===== config.mk =====
export PLATFORM = sky130hd
export DESIGN_NAME = safe_mode_ctrl_flat
export DESIGN_NICKNAME = d
export VERILOG_FILES = /design/src/rtl/safe_pkg.sv /design/src/rtl/safe_mode_ctrl_if.sv /design/src/rtl/safe_mode_regif.sv /design/src/rtl/safe_mode_ctrl.sv /design/src/flat_wrapper.sv
export SDC_FILE = /design/constraint.sdc
export NUM_CORES = 1
export LEC_CHECK = 0
export ABC_CLOCK_PERIOD_IN_PS = 2340
export CAP_MARGIN = 5
export CORE_ASPECT_RATIO = 1.2
export CORE_MARGIN = 3
export CORE_UTILIZATION = 46
export CTS_CLUSTER_DIAMETER = 40
export DETAILED_ROUTE_END_ITERATION = 6
export PLACE_DENSITY = 0.77
export SYNTH_ARGS = -nofsm -noshare
export SYNTH_HDL_FRONTEND = slang
export SYNTH_HIERARCHICAL = 1
export SYNTH_SLANG_ARGS = --single-unit

===== constraint.sdc =====
create_clock -name clk_i -period 2.34 [get_ports clk_i]
set_clock_uncertainty 0.05 [all_clocks]
set_input_delay 0.585 -clock clk_i [delete_from_list [all_inputs] [get_ports clk_i]]
set_output_delay 0.585 -clock clk_i [all_outputs]
set_load 0.005 [all_outputs]

===== src/rtl/safe_pkg.sv =====
// Shared types and constants for the safe-mode control stage.
//   ctrl_state_e : sequencer states (IDLE, ARM, SYNC)
//   REG_*        : register word indices on the register port
//   CTRL_* / SYNC_* : bit positions inside the CTRL and SYNC registers
package safe_pkg;

    typedef enum logic [1:0] {
        IDLE = 2'd0,
        ARM  = 2'd1,
        SYNC = 2'd2
    } ctrl_state_e;

    localparam logic [1:0] REG_CTRL   = 2'd0;
    localparam logic [1:0] REG_MASTER = 2'd1;
    localparam logic [1:0] REG_SYNC   = 2'd2;
    localparam logic [1:0] REG_STATUS = 2'd3;

    localparam int CTRL_SAFE  = 0;
    localparam int CTRL_TMR   = 1;

    localparam int SYNC_START = 0;   // write side
    localparam int SYNC_ARM   = 0;   // read side
    localparam int SYNC_SYNC  = 1;   // read side
    localparam int SYNC_TO    = 2;   // read: flag, write 1: clear

endpackage


===== src/rtl/safe_mode_ctrl_if.sv =====
// Register port of the safe-mode control stage.
//   req/we/addr/wdata : request, driven by the master
//   gnt               : same-cycle accept
//   rvalid/rdata/err  : response, one cycle after gnt
interface safe_mode_ctrl_if;
    logic        req;
    logic        we;
    logic [1:0]  addr;
    logic [31:0] wdata;
    logic        gnt;
    logic        rvalid;
    logic [31:0] rdata;
    logic        err;

    modport master (output req, we, addr, wdata, input gnt, rvalid, rdata, err);
    modport slave  (input req, we, addr, wdata, output gnt, rvalid, rdata, err);
endinterface


===== src/rtl/safe_mode_regif.sv =====
// Register decode and response pipeline.
// Checks every write against the current sequencer state and control bits,
// emits qualified write strobes to the core, and registers the response
// (rvalid/rdata/err) one cycle after the accept.
//   clk_i, rst_ni          : clock, synchronous active-low reset
//   bus                    : register port (slave side)
//   state_i, safe_i, tmr_i : current core state used by the write rules
//   rd_*_i                 : read views of the four registers
//   safe_we_o/tmr_we_o/master_we_o : apply CTRL bit0 / CTRL bit1 / MASTER
//   start_o, to_clr_o      : accepted sync start, timeout flag clear
module safe_mode_regif
    import safe_pkg::*;
#(
    parameter int NHARTS = 3
) (
    input  logic         clk_i,
    input  logic         rst_ni,
    safe_mode_ctrl_if.slave bus,
    input  ctrl_state_e  state_i,
    input  logic         safe_i,
    input  logic         tmr_i,
    input  logic [31:0]  rd_ctrl_i,
    input  logic [31:0]  rd_master_i,
    input  logic [31:0]  rd_sync_i,
    input  logic [31:0]  rd_status_i,
    output logic         safe_we_o,
    output logic         tmr_we_o,
    output logic         master_we_o,
    output logic         start_o,
    output logic         to_clr_o
);

    logic        wr;
    logic        locked;
    logic        onehot;
    logic        bad;
    logic        rvalid_q;
    logic        err_q;
    logic [31:0] rdata_q;
    logic [31:0] rdata_d;

    assign bus.gnt    = bus.req;
    assign bus.rvalid = rvalid_q;
    assign bus.rdata  = rdata_q;
    assign bus.err    = err_q;

    assign wr     = bus.req && bus.we;
    // tmr and master may only change while idle with safe mode off
    assign locked = (state_i != IDLE) || safe_i;
    // exactly one bit set, and it lies inside the master field
    assign onehot = (bus.wdata != 32'd0) && ((bus.wdata & (bus.wdata - 32'd1)) == 32'd0)
                    && ((bus.wdata >> NHARTS) == 32'd0);

    always_comb begin
        safe_we_o   = 1'b0;
        tmr_we_o    = 1'b0;
        master_we_o = 1'b0;
        start_o     = 1'b0;
        to_clr_o    = 1'b0;
        bad         = 1'b0;
        case (bus.addr)
            REG_CTRL: begin
                // bit0 always lands; a locked bit1 only errors if it would change
                bad       = locked && (bus.wdata[CTRL_TMR] != tmr_i);
                safe_we_o = wr;
                tmr_we_o  = wr && !bad;
            end
            REG_MASTER: begin
                bad         = locked || !onehot;
                master_we_o = wr && !bad;
            end
            REG_SYNC: begin
                bad      = bus.wdata[SYNC_START] && !(state_i == IDLE && safe_i && tmr_i);
                start_o  = wr && bus.wdata[SYNC_START] && !bad;
                to_clr_o = wr && bus.wdata[SYNC_TO] && !bad;
            end
            default: bad = 1'b1;   // STATUS is read-only
        endcase
    end

    always_comb begin
        rdata_d = 32'd0;
        if (bus.req && !bus.we) begin
            case (bus.addr)
                REG_CTRL:   rdata_d = rd_ctrl_i;
                REG_MASTER: rdata_d = rd_master_i;
                REG_SYNC:   rdata_d = rd_sync_i;
                default:    rdata_d = rd_status_i;
            endcase
        end
    end

    always_ff @(posedge clk_i) begin
        if (!rst_ni) begin
            rvalid_q <= 1'b0;
            err_q    <= 1'b0;
            rdata_q  <= 32'd0;
        end else begin
            rvalid_q <= bus.req;
            err_q    <= wr && bad;
            rdata_q  <= rdata_d;
        end
    end

endmodule


===== src/rtl/safe_mode_ctrl.sv =====
// Control stage in front of the safe-mode lockstep FSM. Holds the mode,
// configuration and master-hart registers, sequences the initial-sync
// request (IDLE -> ARM -> SYNC -> IDLE) using Single_Bus_i, and aborts a
// sync that never starts with a watchdog and a sticky timeout flag.
//   clk_i, rst_ni          : clock, synchronous active-low reset
//   bus                    : register port (CTRL, MASTER, SYNC, STATUS)
//   Single_Bus_i           : single-bus indication from the lockstep FSM
//   Safe_mode_o, Safe_configuration_o, Master_Core_o : FSM configuration
//   Initial_Sync_Master_o  : one-hot sync request, live only in ARM
//   sync_busy_o            : ARM or SYNC
//   timeout_irq_o          : sticky timeout flag
module safe_mode_ctrl
    import safe_pkg::*;
#(
    parameter int NHARTS         = 3,
    parameter int TIMEOUT_CYCLES = 1024,
    parameter int CNT_W          = $clog2(TIMEOUT_CYCLES + 1)
) (
    input  logic              clk_i,
    input  logic              rst_ni,
    safe_mode_ctrl_if.slave   bus,
    input  logic              Single_Bus_i,
    output logic              Safe_mode_o,
    output logic              Safe_configuration_o,
    output logic [NHARTS-1:0] Master_Core_o,
    output logic [NHARTS-1:0] Initial_Sync_Master_o,
    output logic              sync_busy_o,
    output logic              timeout_irq_o
);

    ctrl_state_e       state_q;
    logic              safe_q, safe_d;
    logic              tmr_q;
    logic [NHARTS-1:0] master_q;
    logic [NHARTS-1:0] ism_q;
    logic              to_q;
    logic [CNT_W-1:0]  wd_q;
    logic [15:0]       nsync_q;

    logic safe_we, tmr_we, master_we, start, to_clr;

    safe_mode_regif #(.NHARTS(NHARTS)) u_regif (
        .clk_i       (clk_i),
        .rst_ni      (rst_ni),
        .bus         (bus),
        .state_i     (state_q),
        .safe_i      (safe_q),
        .tmr_i       (tmr_q),
        .rd_ctrl_i   (32'({tmr_q, safe_q})),
        .rd_master_i (32'(master_q)),
        .rd_sync_i   (32'({to_q, state_q == SYNC, state_q == ARM})),
        .rd_status_i ({nsync_q, 16'(wd_q)}),
        .safe_we_o   (safe_we),
        .tmr_we_o    (tmr_we),
        .master_we_o (master_we),
        .start_o     (start),
        .to_clr_o    (to_clr)
    );

    // ARM reacts to a safe-mode clear in the same edge the register drops
    assign safe_d = safe_we ? bus.wdata[CTRL_SAFE] : safe_q;

    always_ff @(posedge clk_i) begin
        if (!rst_ni) begin
            state_q  <= IDLE;
            safe_q   <= 1'b0;
            tmr_q    <= 1'b1;
            master_q <= NHARTS'(1);
            ism_q    <= '0;
            to_q     <= 1'b0;
            wd_q     <= '0;
            nsync_q  <= 16'd0;
        end else begin
            safe_q <= safe_d;
            if (tmr_we)    tmr_q    <= bus.wdata[CTRL_TMR];
            if (master_we) master_q <= bus.wdata[NHARTS-1:0];
            if (to_clr)    to_q     <= 1'b0;   // a same-cycle timeout below wins

            case (state_q)
                IDLE: begin
                    wd_q <= '0;
                    if (start) begin
                        state_q <= ARM;
                        ism_q   <= master_q;
                    end
                end
                ARM: begin
                    if (!safe_d) begin
                        state_q <= IDLE;
                        ism_q   <= '0;
                    end else if (Single_Bus_i) begin
                        state_q <= SYNC;
                        ism_q   <= '0;
                    end else if (wd_q == CNT_W'(TIMEOUT_CYCLES - 1)) begin
                        state_q <= IDLE;
                        ism_q   <= '0;
                        to_q    <= 1'b1;
                    end else begin
                        wd_q <= wd_q + 1'b1;
                    end
                end
                SYNC: begin
                    if (!Single_Bus_i) begin
                        state_q <= IDLE;
                        if (nsync_q != 16'hFFFF) nsync_q <= nsync_q + 16'd1;
                    end
                end
                default: begin
                    state_q <= IDLE;
                    ism_q   <= '0;
                end
            endcase
        end
    end

    assign Safe_mode_o           = safe_q;
    assign Safe_configuration_o  = tmr_q;
    assign Master_Core_o         = master_q;
    assign Initial_Sync_Master_o = ism_q;
    assign sync_busy_o           = (state_q != IDLE);
    assign timeout_irq_o         = to_q;

endmodule


===== src/flat_wrapper.sv =====
// flat-port wrapper written by rule: the top's interface ports become plain ports
module safe_mode_ctrl_flat import safe_pkg::*;
#(
    parameter int NHARTS         = 3,
    parameter int TIMEOUT_CYCLES = 1024,
    parameter int CNT_W          = $clog2(TIMEOUT_CYCLES + 1)
)
  (clk_i, rst_ni, Single_Bus_i, Safe_mode_o, Safe_configuration_o, Master_Core_o, Initial_Sync_Master_o, sync_busy_o, timeout_irq_o, bus_req, bus_we, bus_addr, bus_wdata, bus_gnt, bus_rvalid, bus_rdata, bus_err);
  safe_mode_ctrl_if bus_i ();
  input  logic clk_i;
  input  logic rst_ni;
  input  logic Single_Bus_i;
  output logic Safe_mode_o;
  output logic Safe_configuration_o;
  output logic [NHARTS-1:0] Master_Core_o;
  output logic [NHARTS-1:0] Initial_Sync_Master_o;
  output logic sync_busy_o;
  output logic timeout_irq_o;
  input wire logic [$bits(bus_i.req)-1:0] bus_req;
  input wire logic [$bits(bus_i.we)-1:0] bus_we;
  input wire logic [$bits(bus_i.addr)-1:0] bus_addr;
  input wire logic [$bits(bus_i.wdata)-1:0] bus_wdata;
  output wire logic [$bits(bus_i.gnt)-1:0] bus_gnt;
  output wire logic [$bits(bus_i.rvalid)-1:0] bus_rvalid;
  output wire logic [$bits(bus_i.rdata)-1:0] bus_rdata;
  output wire logic [$bits(bus_i.err)-1:0] bus_err;
  assign bus_i.req = bus_req;
  assign bus_i.we = bus_we;
  assign bus_i.addr = bus_addr;
  assign bus_i.wdata = bus_wdata;
  assign bus_gnt = bus_i.gnt;
  assign bus_rvalid = bus_i.rvalid;
  assign bus_rdata = bus_i.rdata;
  assign bus_err = bus_i.err;
  safe_mode_ctrl #(.NHARTS(NHARTS), .TIMEOUT_CYCLES(TIMEOUT_CYCLES), .CNT_W(CNT_W)) u_core (.clk_i(clk_i), .rst_ni(rst_ni), .bus(bus_i), .Single_Bus_i(Single_Bus_i), .Safe_mode_o(Safe_mode_o), .Safe_configuration_o(Safe_configuration_o), .Master_Core_o(Master_Core_o), .Initial_Sync_Master_o(Initial_Sync_Master_o), .sync_busy_o(sync_busy_o), .timeout_irq_o(timeout_irq_o));
endmodule

==> impl_metrics.csv, run 1 <==
group,metric,value,unit
run_status,status,"aborted with a tool error",
run_status,haltStage,"detailed routing",
run_status,error,"Error: u_core/u_regif/net224 6 pin not visited #guides = 82",
synth,synth_seq_area_share,0.381,
placed_design,dpl_cell_area,5200,sq um
synth,synth_cells,356,
floorplan,die_y,105,microns
cts,numCtsBuffers,9,
global_routing,grt_overflow_total,0,
synth,synth-edff-count,0,
global_routing,antenna_found_initial,0,
synth,ys.warnings.count,6,
synth,syn_area_per_cell,10.6,sq um
placed_design,hpwl,7130,microns
cts,htreeDepth,3,
synth,synth_cell_type_count,51,
synth,synthArstFlopShare,0,
placed_design,io_buffers,83,
global_routing,grt_pass1_wl,15400,microns
cts,cts.sinks,72,
timing,crit_endpoint,"u_core/Master_Core_o[0]$_SDFFE_PN1P_/D",
floorplan,rows,35,
timing,worstEpCategory,"register input",
synth,synth_top_area_cell,"dfxtp_1",
placed_design,gp_congestion,0.912,
synth,ys_top_cells_by_area,"dfxtp_1 38%, mux4_2 18%, nor2b_1 5.6%, o31ai_1 3.4%, or4_1 3.4%",
synth,synth.cell_area,3780,sq um
global_routing,grt_pass1_vias,3442,
synth,synth-main-ff-cell,"dfxtp_1",
synth,ys_ff_latch,72,
floorplan,start_util,0.482,
synth,yosysTopAreaCellShare,0.381,
cts,clock_path_buffers,2,
floorplan,pin_count,84,
cts,hold_buffers,0,
floorplan,die_w,88.8,microns
global_routing,grt_max_degree,33,
cts,root_buffer,"clkbuf_8",
global_routing,grt_usage,0.209,
[cell usage after synthesis, drive strengths merged, types with 2 or more instances]
library cell / instances
and4: 2
o211ai: 2
nand3: 8
nor2: 12
or4: 17
and3: 6
mux4: 32
o311a: 2
and2: 3
nand3b: 2
clkbuf: 9
nor3: 8
a32o: 3
ha: 2
o31ai: 17
o21ai: 5
a21oi: 23
nand2: 22
nor3b: 2
mux2i: 7
nand4: 10
nor2b: 34
inv: 6
or3: 7
o21a: 2
dfxtp: 72
nor4: 11
buf: 13
nand2b: 6
[per-stage QoR]
stage	hold slack, ns	setup WS [ns]	utilization	std cells
5_1_grt	0.482	-0.0561	0.699	647
2_1_floorplan	0.415	0.0388	-	448
3_5_place_dp	0.438	-0.390	0.663	630
4_1_cts	0.466	0.00884	0.691	646
3_3_place_gp	0.440	-0.323	0.663	630
[logic make-up after synthesis]
logic type,count (synthesis),share of synthesized area
and+or+nand+nor,154,0.256
AOI/OAI and AO/OA,57,0.100
DFF,72,0.381
other,1,0.000992
xor gates and xnor gates,2,0.00463
muxes,40,0.215
buffers and inverters,28,0.0354
adders and majority gates,2,0.00662
[layer usage]
layer,global-route usage
met1,0.257
met2,0.348
met3,0.0532
met4,0.0745
met5,0
[repair_timing]
action,CTS,global route
endpoints found under the setup margin,4,12
gates resized for setup,3,12
setup buffers,0,1
pin swaps,0,2
==> run 2, diff against run 1 <==
- ABC_CLOCK_PERIOD_IN_PS: 2340 -> 3000
- CORE_ASPECT_RATIO: 1.2 -> unset
- CORE_UTILIZATION: 46 -> 40
- CTS_CLUSTER_DIAMETER: 40 -> unset
- PLACE_DENSITY: 0.77 -> unset
- PLACE_DENSITY_LB_ADDON: unset -> 0.15
- clock period: 2.34 -> 3 ns (I/O delays scaled with it)
==> run 2 against run 1 <==
  * Area after synthesis unchanged
  * Synthesized cell count unchanged
  * The run now ends clean
  * Global-route usage shrank 3.4 points
==> impl_metrics.csv, run 2 <==
group,metric,value,unit
run_status,status,"finished clean",
setup_path,cp_slowest_cell,"clkdlybuf4s50_1",
floorplan,design.die.area,10700,sq um
cts,root_buffer,"clkbuf_8",
floorplan,die_y,103,microns
synth,synth_cells,356,
setup_path,crit_chain,"clkdlybuf4s50_1 > clkdlybuf4s50_1",
timing,worst_pin_slew,0.530,ns
layout,fillerInstances,820,
setup_path,reg2reg_slack,0.86,ns
synth,synth.top_cells.by_count,"72 x dfxtp_1, 34 x nor2b_1, 30 x mux4_2",
cts,cts.sinks,72,
setup_path,crit_fanout,4,
synth,synthArstFlopShare,0,
setup_path,crit_buf_inv,2,
synth,synth_top_area_cell,"dfxtp_1",
layout,final_cell_mix,"93 x conb_1, 82 x clkdlybuf4s50_1, 72 x dfxtp_1, 34 x nor2b_1, 30 x mux4_2",
global_routing,grt_usage,0.175,
setup_path,crit_family,"buffers and inverters",
global_routing,antenna_found_initial,0,
hold_path,hold_depth,1,
detailed_routing,via_per_inst,5.12,
timing,hold_violations,0,
setup_path,critical_path_class,"in2out",
setup_path,r2r_end,"u_core/Master_Core_o[0]$_SDFFE_PN1P_",
timing,slew_headroom,0.644,
layout,largest_reg_flops,32,
synth,synth_cell_type_count,51,
layout,layout_commonest_cell,"conb_1",
synth,syn_area_per_cell,10.6,sq um
pwr,p_per_area,376,nW/um^2
setup_path,reg2reg_from,"u_core/state_q[1]$_SDFFE_PN0P_",
synth,synth.cell_area,3780,sq um
job,drv_cap,0,
synth,ys.warnings.count,6,
layout,seq_area,1440,sq um
setup_path,worstSetupStartpointType,"primary input",
detailed_routing,met2WireLength,4060,microns
hold_path,holdCritPathClass,"reg2reg",
detailed_routing,firstDrtPassIters,4,
synth,synth_seq_area_share,0.381,
floorplan,pin_count,84,
pwr,irDropWorstVdd,0.266,mV
timing,fmax,384,MHz
timing,finalMaxSlewViolations,0,
layout,final_util,0.591,
synth,ys_ff_latch,72,
cts,htreeDepth,3,
detailed_routing,vias,3315,
detailed_routing,drcViolationCount,0,
placed_design,gp_congestion,0.815,
floorplan,start_util,0.423,
synth,yosysTopAreaCellShare,0.381,
cts,hold_buffers,0,
synth,yosysMostFrequentCell,"dfxtp_1",
timing,rsz0062_at_grt,"false",
setup_path,ff2ff_path_depth,6,
layout,drive_gt1_frac,0.134,
cts,clk_latency,0.34,ns
setup_path,worstSetupEndpointType,"primary output",
layout,final_nets,575,
detailed_routing,drt_iter0_markers,123,
placed_design,dpl_cell_area,5080,sq um
synth,synth-edff-count,0,
synth,synth-main-ff-cell,"dfxtp_1",
global_routing,grt_max_degree,28,
detailed_routing,wire_per_inst,14.1,microns
cts,post-cts-setup-buffers,0,
pwr,finalPower,1.98,mW
global_routing,grt_overflow_total,0,
detailed_routing,dr_wl_met3,772,microns
hold_path,hold_path_end,"u_core/Initial_Sync_Master_o[1]$_SDFFE_PN0P_",
global_routing,grt_pass1_vias,3035,
floorplan,rows,34,
global_routing,grt_pass1_wl,14400,microns
layout,design_area,5280,sq um
layout,multi_input_area,2550,sq um
placed_design,io_buffers,83,
layout,area_delta_synth_final,39.6,%
timing,setup_viol,0,
pwr,p_leak,1.93,nW
setup_path,cpMostUsedCell,"clkdlybuf4s50_1",
layout,num_antenna_cells,0,
floorplan,die_w,103,microns
cts,clk_pin_slew,0.07,ns
detailed_routing,wl_met1,4180,microns
cts,cts_tree,"yes",
synth,ys_top_cells_by_area,"dfxtp_1 38%, mux4_2 18%, nor2b_1 5.6%, o31ai_1 3.4%, or4_1 3.4%",
detailed_routing,dr.max_layer_used,"met4",
cts,ctsResizeCount,0,
setup_path,cp.required,2.20,ns
hold_path,holdCritStartpoint,"u_core/Initial_Sync_Master_o[1]$_SDFFE_PN0P_",
timing,period_share,0.869,
detailed_routing,wl,9130,microns
detailed_routing,ant_nets,0,
timing,setup_slack,0.393,ns
timing,setup-tns-final,0,ns
timing,fin_crit,2.61,ns
placed_design,pre_cts_ws,0.0195,ns
placed_design,hpwl,7020,microns
setup_path,slowest_delay,0.53,ns
floorplan,core-area,8930,sq um
setup_path,worstPathArrival,1.81,ns
cts,numCtsBuffers,9,
cts,clock_path_buffers,2,
==> run 2: cell counts after synthesis <==
No cell type changed its count.
==> run 2: stage by stage <==
stage | std cells | hold WS (ns)
detailed placement | 631 | 0.436
CTS | 647 | 0.456
global route | 647 | 0.494
floorplan | 448 | 0.415
global placement | 631 | 0.437
finish | 647 | 0.454
==> run 2: cell type report <==
type                    instances  share of cell area
multi-input cells             348               0.483
clock buffers                   9              0.0235
flip-flops and latches         72               0.273
inverters                       6             0.00427
repair buffers                 97               0.176
clock inverters                 7              0.0138
well taps                     108              0.0256
==> run 2: worst max-delay path by stage <==
stage	from	to	slack [ns]	cells after the start
2_1_floorplan	bus_addr[1]	u_core/wd_q[5]$_SDFFE_PN0P_	0.30	8
3_3_place_gp	bus_wdata[3]	u_core/Master_Core_o[1]$_SDFFE_PN0P_	0.1	7
3_5_place_dp	bus_wdata[3]	u_core/Master_Core_o[1]$_SDFFE_PN0P_	0.02	7
4_1_cts	bus_req	bus_gnt	0.39	2
5_1_grt	bus_req	u_core/wd_q[9]$_SDFFE_PN0P_	0.26	8
6_report	bus_req	bus_gnt	0.39	2
==> run 2: cells by family (layout without fill, tap and decap cells) <==
family          after synthesis  in the layout  synth area share
flops                        72             72             0.381
other cells                   1             93          0.000992
buf+inv                      28            119            0.0354
xor+xnor                      2              2           0.00463
compound gates               57             57             0.100
fa+ha+maj                     2              2           0.00662
simple gates                154            154             0.256
mux                          40             40             0.215
==> run 2: power breakdown <==
group	switching (mW)	total, mW	internal [mW]	leakage [nW]
Combinational	0.0890	0.243	0.154	1.25
Clock	0.385	0.769	0.384	0.0952
Sequential	0.00400	0.972	0.968	0.582
==> run 2: metal layers <==
| metal | GRT usage | vias up |
|---|---|---|
| li1 | - | 1636 |
| met4 | 0.0578 | 0 |
| met2 | 0.282 | 119 |
| met5 | 0 | - |
| met3 | 0.0329 | 11 |
| met1 | 0.240 | 1549 |
Note: power is estimated with default switching activity, not from simulation.
==> run 3, diff against run 2 <==
- CORE_UTILIZATION: 40 -> 50
==> run 3 against run 2 <==
  * Power rose by 5.2%
  * Worst hold slack got worse by 0.00090 ns
  * Final cell count fell by 1.9%
==> impl_metrics.csv, run 3 (synthesis results as in run 2) <==
group,metric,value,unit
run_status,status,"finished clean",
layout,largest_reg_flops,32,
cts,numCtsBuffers,9,
detailed_routing,met2WireLength,4200,microns
cts,clk_latency,0.34,ns
layout,layout_commonest_cell,"conb_1",
setup_path,worstPathArrival,2.98,ns
detailed_routing,ant_nets,0,
pwr,p_sw_frac,0.225,
detailed_routing,vias,3388,
layout,design_area,5280,sq um
placed_design,hpwl,7010,microns
detailed_routing,firstDrtPassIters,4,
pwr,irDropWorstVdd,0.280,mV
detailed_routing,wl_met1,4190,microns
pwr,p_comb_frac,0.118,
setup_path,cp.required,3.21,ns
cts,post-cts-setup-buffers,0,
setup_path,slowest_delay,0.60,ns
floorplan,die_y,93.0,microns
setup_path,crit_chain,"clkdlybuf4s50_1 > nand2_1 > nor3_1 > mux2_4 > nand2_1 > or4_1 > a21oi_1",
timing,period_share,0.924,
global_routing,grt_usage,0.226,
setup_path,cpMostUsedCell,"nand2_1",
layout,fillerInstances,576,
setup_path,critical_path_class,"in2reg",
timing,setup-tns-final,0,ns
global_routing,grt_max_degree,35,
pwr,p_switching,0.469,mW
timing,fin_crit,2.77,ns
global_routing,grt_pass1_vias,3252,
floorplan,pin_count,84,
global_routing,grt_pass1_wl,15400,microns
job,drv_cap,0,
timing,rsz0062_at_grt,"false",
detailed_routing,via_per_inst,5.34,
setup_path,worstSetupStartpointType,"primary input",
placed_design,dpl_cell_area,5050,sq um
hold_path,holdCritPathClass,"reg2reg",
layout,num_antenna_cells,0,
layout,drive_gt1_frac,0.129,
cts,cts_tree,"yes",
floorplan,rows,31,
cts,hold_buffers,0,
placed_design,io_buffers,83,
detailed_routing,wl,9320,microns
timing,finalMaxSlewViolations,0,
cts,clock_path_buffers,2,
timing,finalHoldWorstSlack,0.453,ns
cts,clk_pin_slew,0.07,ns
detailed_routing,wire_per_inst,14.7,microns
setup_path,worstSetupEndpointType,"flip-flop",
pwr,p_leak,1.93,nW
pwr,p_clk_frac,0.416,
setup_path,r2r_end,"u_core/Master_Core_o[1]$_SDFFE_PN0P_",
pwr,p_int,1.62,mW
timing,fmax,361,MHz
pwr,finalPower,2.09,mW
global_routing,antenna_found_initial,0,
timing,slew_headroom,0.649,
setup_path,cp_slowest_cell,"or4_1",
layout,area_delta_synth_final,39.5,%
timing,setup_viol,0,
setup_path,ff2ff_path_depth,6,
setup_path,crit_fanout,11,
timing,hold_violations,0,
floorplan,start_util,0.519,
setup_path,startpoint,"bus_req",
detailed_routing,dr_wl_met3,815,microns
cts,ctsResizeCount,0,
cts,cts.sinks,72,
setup_path,reg2reg_slack,0.85,ns
floorplan,die_w,93.0,microns
pwr,p_per_area,395,nW/um^2
pwr,p_seq_frac,0.466,
timing,worst_pin_slew,0.522,ns
layout,final_cell_mix,"93 x conb_1, 82 x clkdlybuf4s50_1, 72 x dfxtp_1, 34 x nor2b_1, 30 x mux4_2",
cts,htreeDepth,3,
setup_path,reg2reg_from,"u_core/state_q[1]$_SDFFE_PN0P_",
floorplan,design.die.area,8640,sq um
detailed_routing,drt_iter0_markers,159,
cts,root_buffer,"clkbuf_8",
floorplan,core-area,7290,sq um
detailed_routing,drcViolationCount,0,
setup_path,endpoint,"u_core/wd_q[9]$_SDFFE_PN0P_",
placed_design,gp_congestion,0.878,
layout,final_nets,572,
global_routing,grt_overflow_total,0,
detailed_routing,dr.max_layer_used,"met4",
hold_path,holdCritStartpoint,"u_core/Initial_Sync_Master_o[1]$_SDFFE_PN0P_",
run 3: power groups by stage:
stage	logic, mW	clock network [mW]	registers (mW)
2_1_floorplan	0.137	0	0.996
3_3_place_gp	0.238	0	0.994
3_5_place_dp	0.241	0	0.995
4_1_cts	0.242	0.886	0.972
5_1_grt	0.267	0.918	0.973
6_report	0.245	0.869	0.972
run 3: through the flow:
step                worst slack (ns)   util  instances
global placement              0.0150  0.692        619
floorplan                      0.297      -        448
finish                         0.228  0.723        635
global route                  0.0990  0.723        635
detailed placement           -0.0527  0.692        619
CTS                            0.245  0.723        635
run 3: area by class of cell:
cell class	instances	area [sq um]	share of cell area
clock inverters	6	90.1	0.0171
inverters	6	22.5	0.00427
repair buffers	94	908	0.172
flip-flops and latches	72	1440	0.273
multi-input cells	348	2550	0.484
well taps	99	124	0.0235
clock buffers	10	138	0.0261
run 3: metal layers:
layer / up-vias / global-route usage
met1: 1619 / 0.308
met5: - / 0
met2: 123 / 0.355
met3: 11 / 0.0544
met4: 0 / 0.0757
li1: 1635 / -
run 3: worst max-delay path, delay by kind of cell:
kind / cells / cell delay [ns]
AND/OR/NAND/NOR: 4 / 1.25
buffers and inverters: 1 / 0.52
multiplexers: 1 / 0.27
AO/OA/AOI/OAI: 1 / 0.19
run 3: worst min path at each step:
stage / slack [ns] / end / cells after the start
floorplan: 0.42 / u_core/nsync_q[15]$_SDFFE_PN0P_ / 2
global placement: 0.43 / u_core/Initial_Sync_Master_o[1]$_SDFFE_PN0P_ / 1
detailed placement: 0.44 / u_core/Initial_Sync_Master_o[1]$_SDFFE_PN0P_ / 1
CTS: 0.46 / u_core/timeout_irq_o$_SDFF_PN0_ / 2
global route: 0.48 / u_core/Initial_Sync_Master_o[1]$_SDFFE_PN0P_ / 1
finish: 0.45 / u_core/Initial_Sync_Master_o[1]$_SDFFE_PN0P_ / 1
==> run 4, diff against run 3 <==
- PLACE_DENSITY: unset -> 0.84
- PLACE_DENSITY_LB_ADDON: 0.15 -> unset
==> run 4 against run 3 <==
  * Sequential share of layout area about the same
  * Register-to-register slack worse by 0.08 ns
  * Sequential power about the same
  * Die area is the same
  * Sequential cell count unchanged
  * Largest power group unchanged
  * Highest routed layer unchanged
==> impl_metrics.csv, run 4 (synthesis results as in run 2) <==
group,metric,value,unit
run_status,status,"finished clean",
placed_design,pre_cts_ws,0.0169,ns
global_routing,grt_pass1_wl,15500,microns
layout,drive_gt1_frac,0.130,
cts,hold_buffers,0,
pwr,irDropWorstVdd,0.266,mV
timing,setup-tns-final,0,ns
setup_path,worstPathArrival,2.81,ns
setup_path,r2r_end,"u_core/Master_Core_o[1]$_SDFFE_PN0P_",
setup_path,cp_slowest_cell,"or4_1",
global_routing,grt_overflow_total,0,
setup_path,crit_fanout,3,
timing,setup_viol,0,
setup_path,critical_path_class,"in2reg",
cts,numCtsBuffers,9,
detailed_routing,vias,3348,
timing,fmax,381,MHz
cts,htreeDepth,3,
layout,num_antenna_cells,0,
cts,clock_path_buffers,2,
timing,rsz0062_at_grt,"false",
pwr,p_per_area,394,nW/um^2
detailed_routing,drcViolationCount,0,
detailed_routing,drt_iter0_markers,166,
hold_path,hold_depth,1,
layout,finalNonFillerCells,636,
job,drv_cap,0,
placed_design,gp_congestion,0.890,
detailed_routing,via_per_inst,5.26,
hold_path,holdCritStartpoint,"u_core/wd_q[10]$_SDFFE_PN0P_",
pwr,finalPower,2.08,mW
cts,clk_latency,0.35,ns
cts,cts_tree,"yes",
layout,layout_commonest_cell,"conb_1",
timing,worst_pin_slew,0.738,ns
layout,area_delta_synth_final,39.7,%
detailed_routing,wl,9310,microns
detailed_routing,ant_nets,0,
floorplan,die_y,93.0,microns
setup_path,ff2ff_path_depth,6,
pwr,p_leak,1.93,nW
timing,finalHoldWorstSlack,0.462,ns
floorplan,start_util,0.519,
timing,period_share,0.876,
floorplan,design.die.area,8640,sq um
cts,clk_pin_slew,0.08,ns
setup_path,crit_chain,"clkdlybuf4s50_1 > nor4_1 > nand4_1 > or4_1 > nor2_1 > mux2i_1 > nor2_1",
floorplan,core-area,7290,sq um
setup_path,cpMostUsedCell,"nor2_1",
layout,multi_input_area,2550,sq um
setup_path,slowest_delay,0.59,ns
cts,cts.sinks,72,
setup_path,worstSetupStartpointType,"primary input",
layout,fillerInstances,537,
timing,hold_violations,0,
placed_design,io_buffers,83,
setup_path,reg2reg_from,"u_core/state_q[1]$_SDFFE_PN0P_",
global_routing,grt_usage,0.227,
setup_path,cp.required,3.18,ns
setup_path,worstSetupEndpointType,"flip-flop",
setup_path,reg2reg_slack,0.77,ns
floorplan,pin_count,84,
timing,finalMaxSlewViolations,0,
layout,final_nets,573,
layout,seq_area,1440,sq um
hold_path,holdCritPathClass,"reg2reg",
global_routing,grt_max_degree,33,
layout,final_cell_mix,"93 x conb_1, 82 x clkdlybuf4s50_1, 72 x dfxtp_1, 34 x nor2b_1, 30 x mux4_2",
timing,slew_headroom,0.504,
global_routing,grt_pass1_vias,3303,
detailed_routing,firstDrtPassIters,5,
timing,setup_slack,0.372,ns
global_routing,antenna_found_initial,0,
cts,post-cts-setup-buffers,0,
placed_design,place_inst,620,
cts,root_buffer,"clkbuf_8",
cts,ctsResizeCount,0,
timing,fin_crit,2.63,ns
placed_design,hpwl,7030,microns
floorplan,rows,31,
hold_path,hold_path_end,"u_core/wd_q[10]$_SDFFE_PN0P_",
layout,largest_reg_flops,32,
detailed_routing,wire_per_inst,14.6,microns
floorplan,die_w,93.0,microns
-- run 4: worst max-delay path by stage --
stage                        from                              endpoint  slack (ns)
floorplan             bus_addr[1]           u_core/wd_q[5]$_SDFFE_PN0P_        0.30
CTS                       bus_req                               bus_gnt        0.39
global route        bus_wdata[16]  u_core/Master_Core_o[1]$_SDFFE_PN0P_        0.27
global placement     bus_wdata[3]  u_core/Master_Core_o[1]$_SDFFE_PN0P_        0.11
detailed placement   bus_wdata[3]  u_core/Master_Core_o[1]$_SDFFE_PN0P_        0.02
finish              bus_wdata[16]  u_core/Master_Core_o[1]$_SDFFE_PN0P_        0.37
-- run 4: power by group --
| part | leakage [nW] | internal [mW] | switching (mW) |
|---|---|---|---|
| registers | 0.582 | 0.968 | 0.00397 |
| logic | 1.24 | 0.153 | 0.0918 |
| clock network | 0.110 | 0.477 | 0.385 |
-- run 4: layout make-up --
type                    count  area share
clock inverters             7      0.0194
inverters                   6     0.00426
multi-input cells         348       0.483
clock buffers               9      0.0235
flip-flops and latches     72       0.273
repair buffers             95       0.173
well taps                  99      0.0235
-- run 4: metal layers --
layer,up-vias,GRT usage,part of all wire
met2,142,0.370,0.47
met4,0,0.0696,0.010
li1,1631,-,-
met5,-,0,0
met3,7,0.0569,0.092
met1,1568,0.297,0.43
-- run 4: stage by stage --
step	area (sq um)	util
after global placement	5050	0.693
after floorplan	4130	-
after detailed placement	5050	0.693
after CTS	5280	0.724
final	5280	0.724
after global routing	5280	0.724
-- run 4: critical path, delay by kind of cell --
kind                   cells  cell delay (ns)
buffers and inverters      1             0.40
AND/OR/NAND/NOR            5             1.41
multiplexers               1             0.25
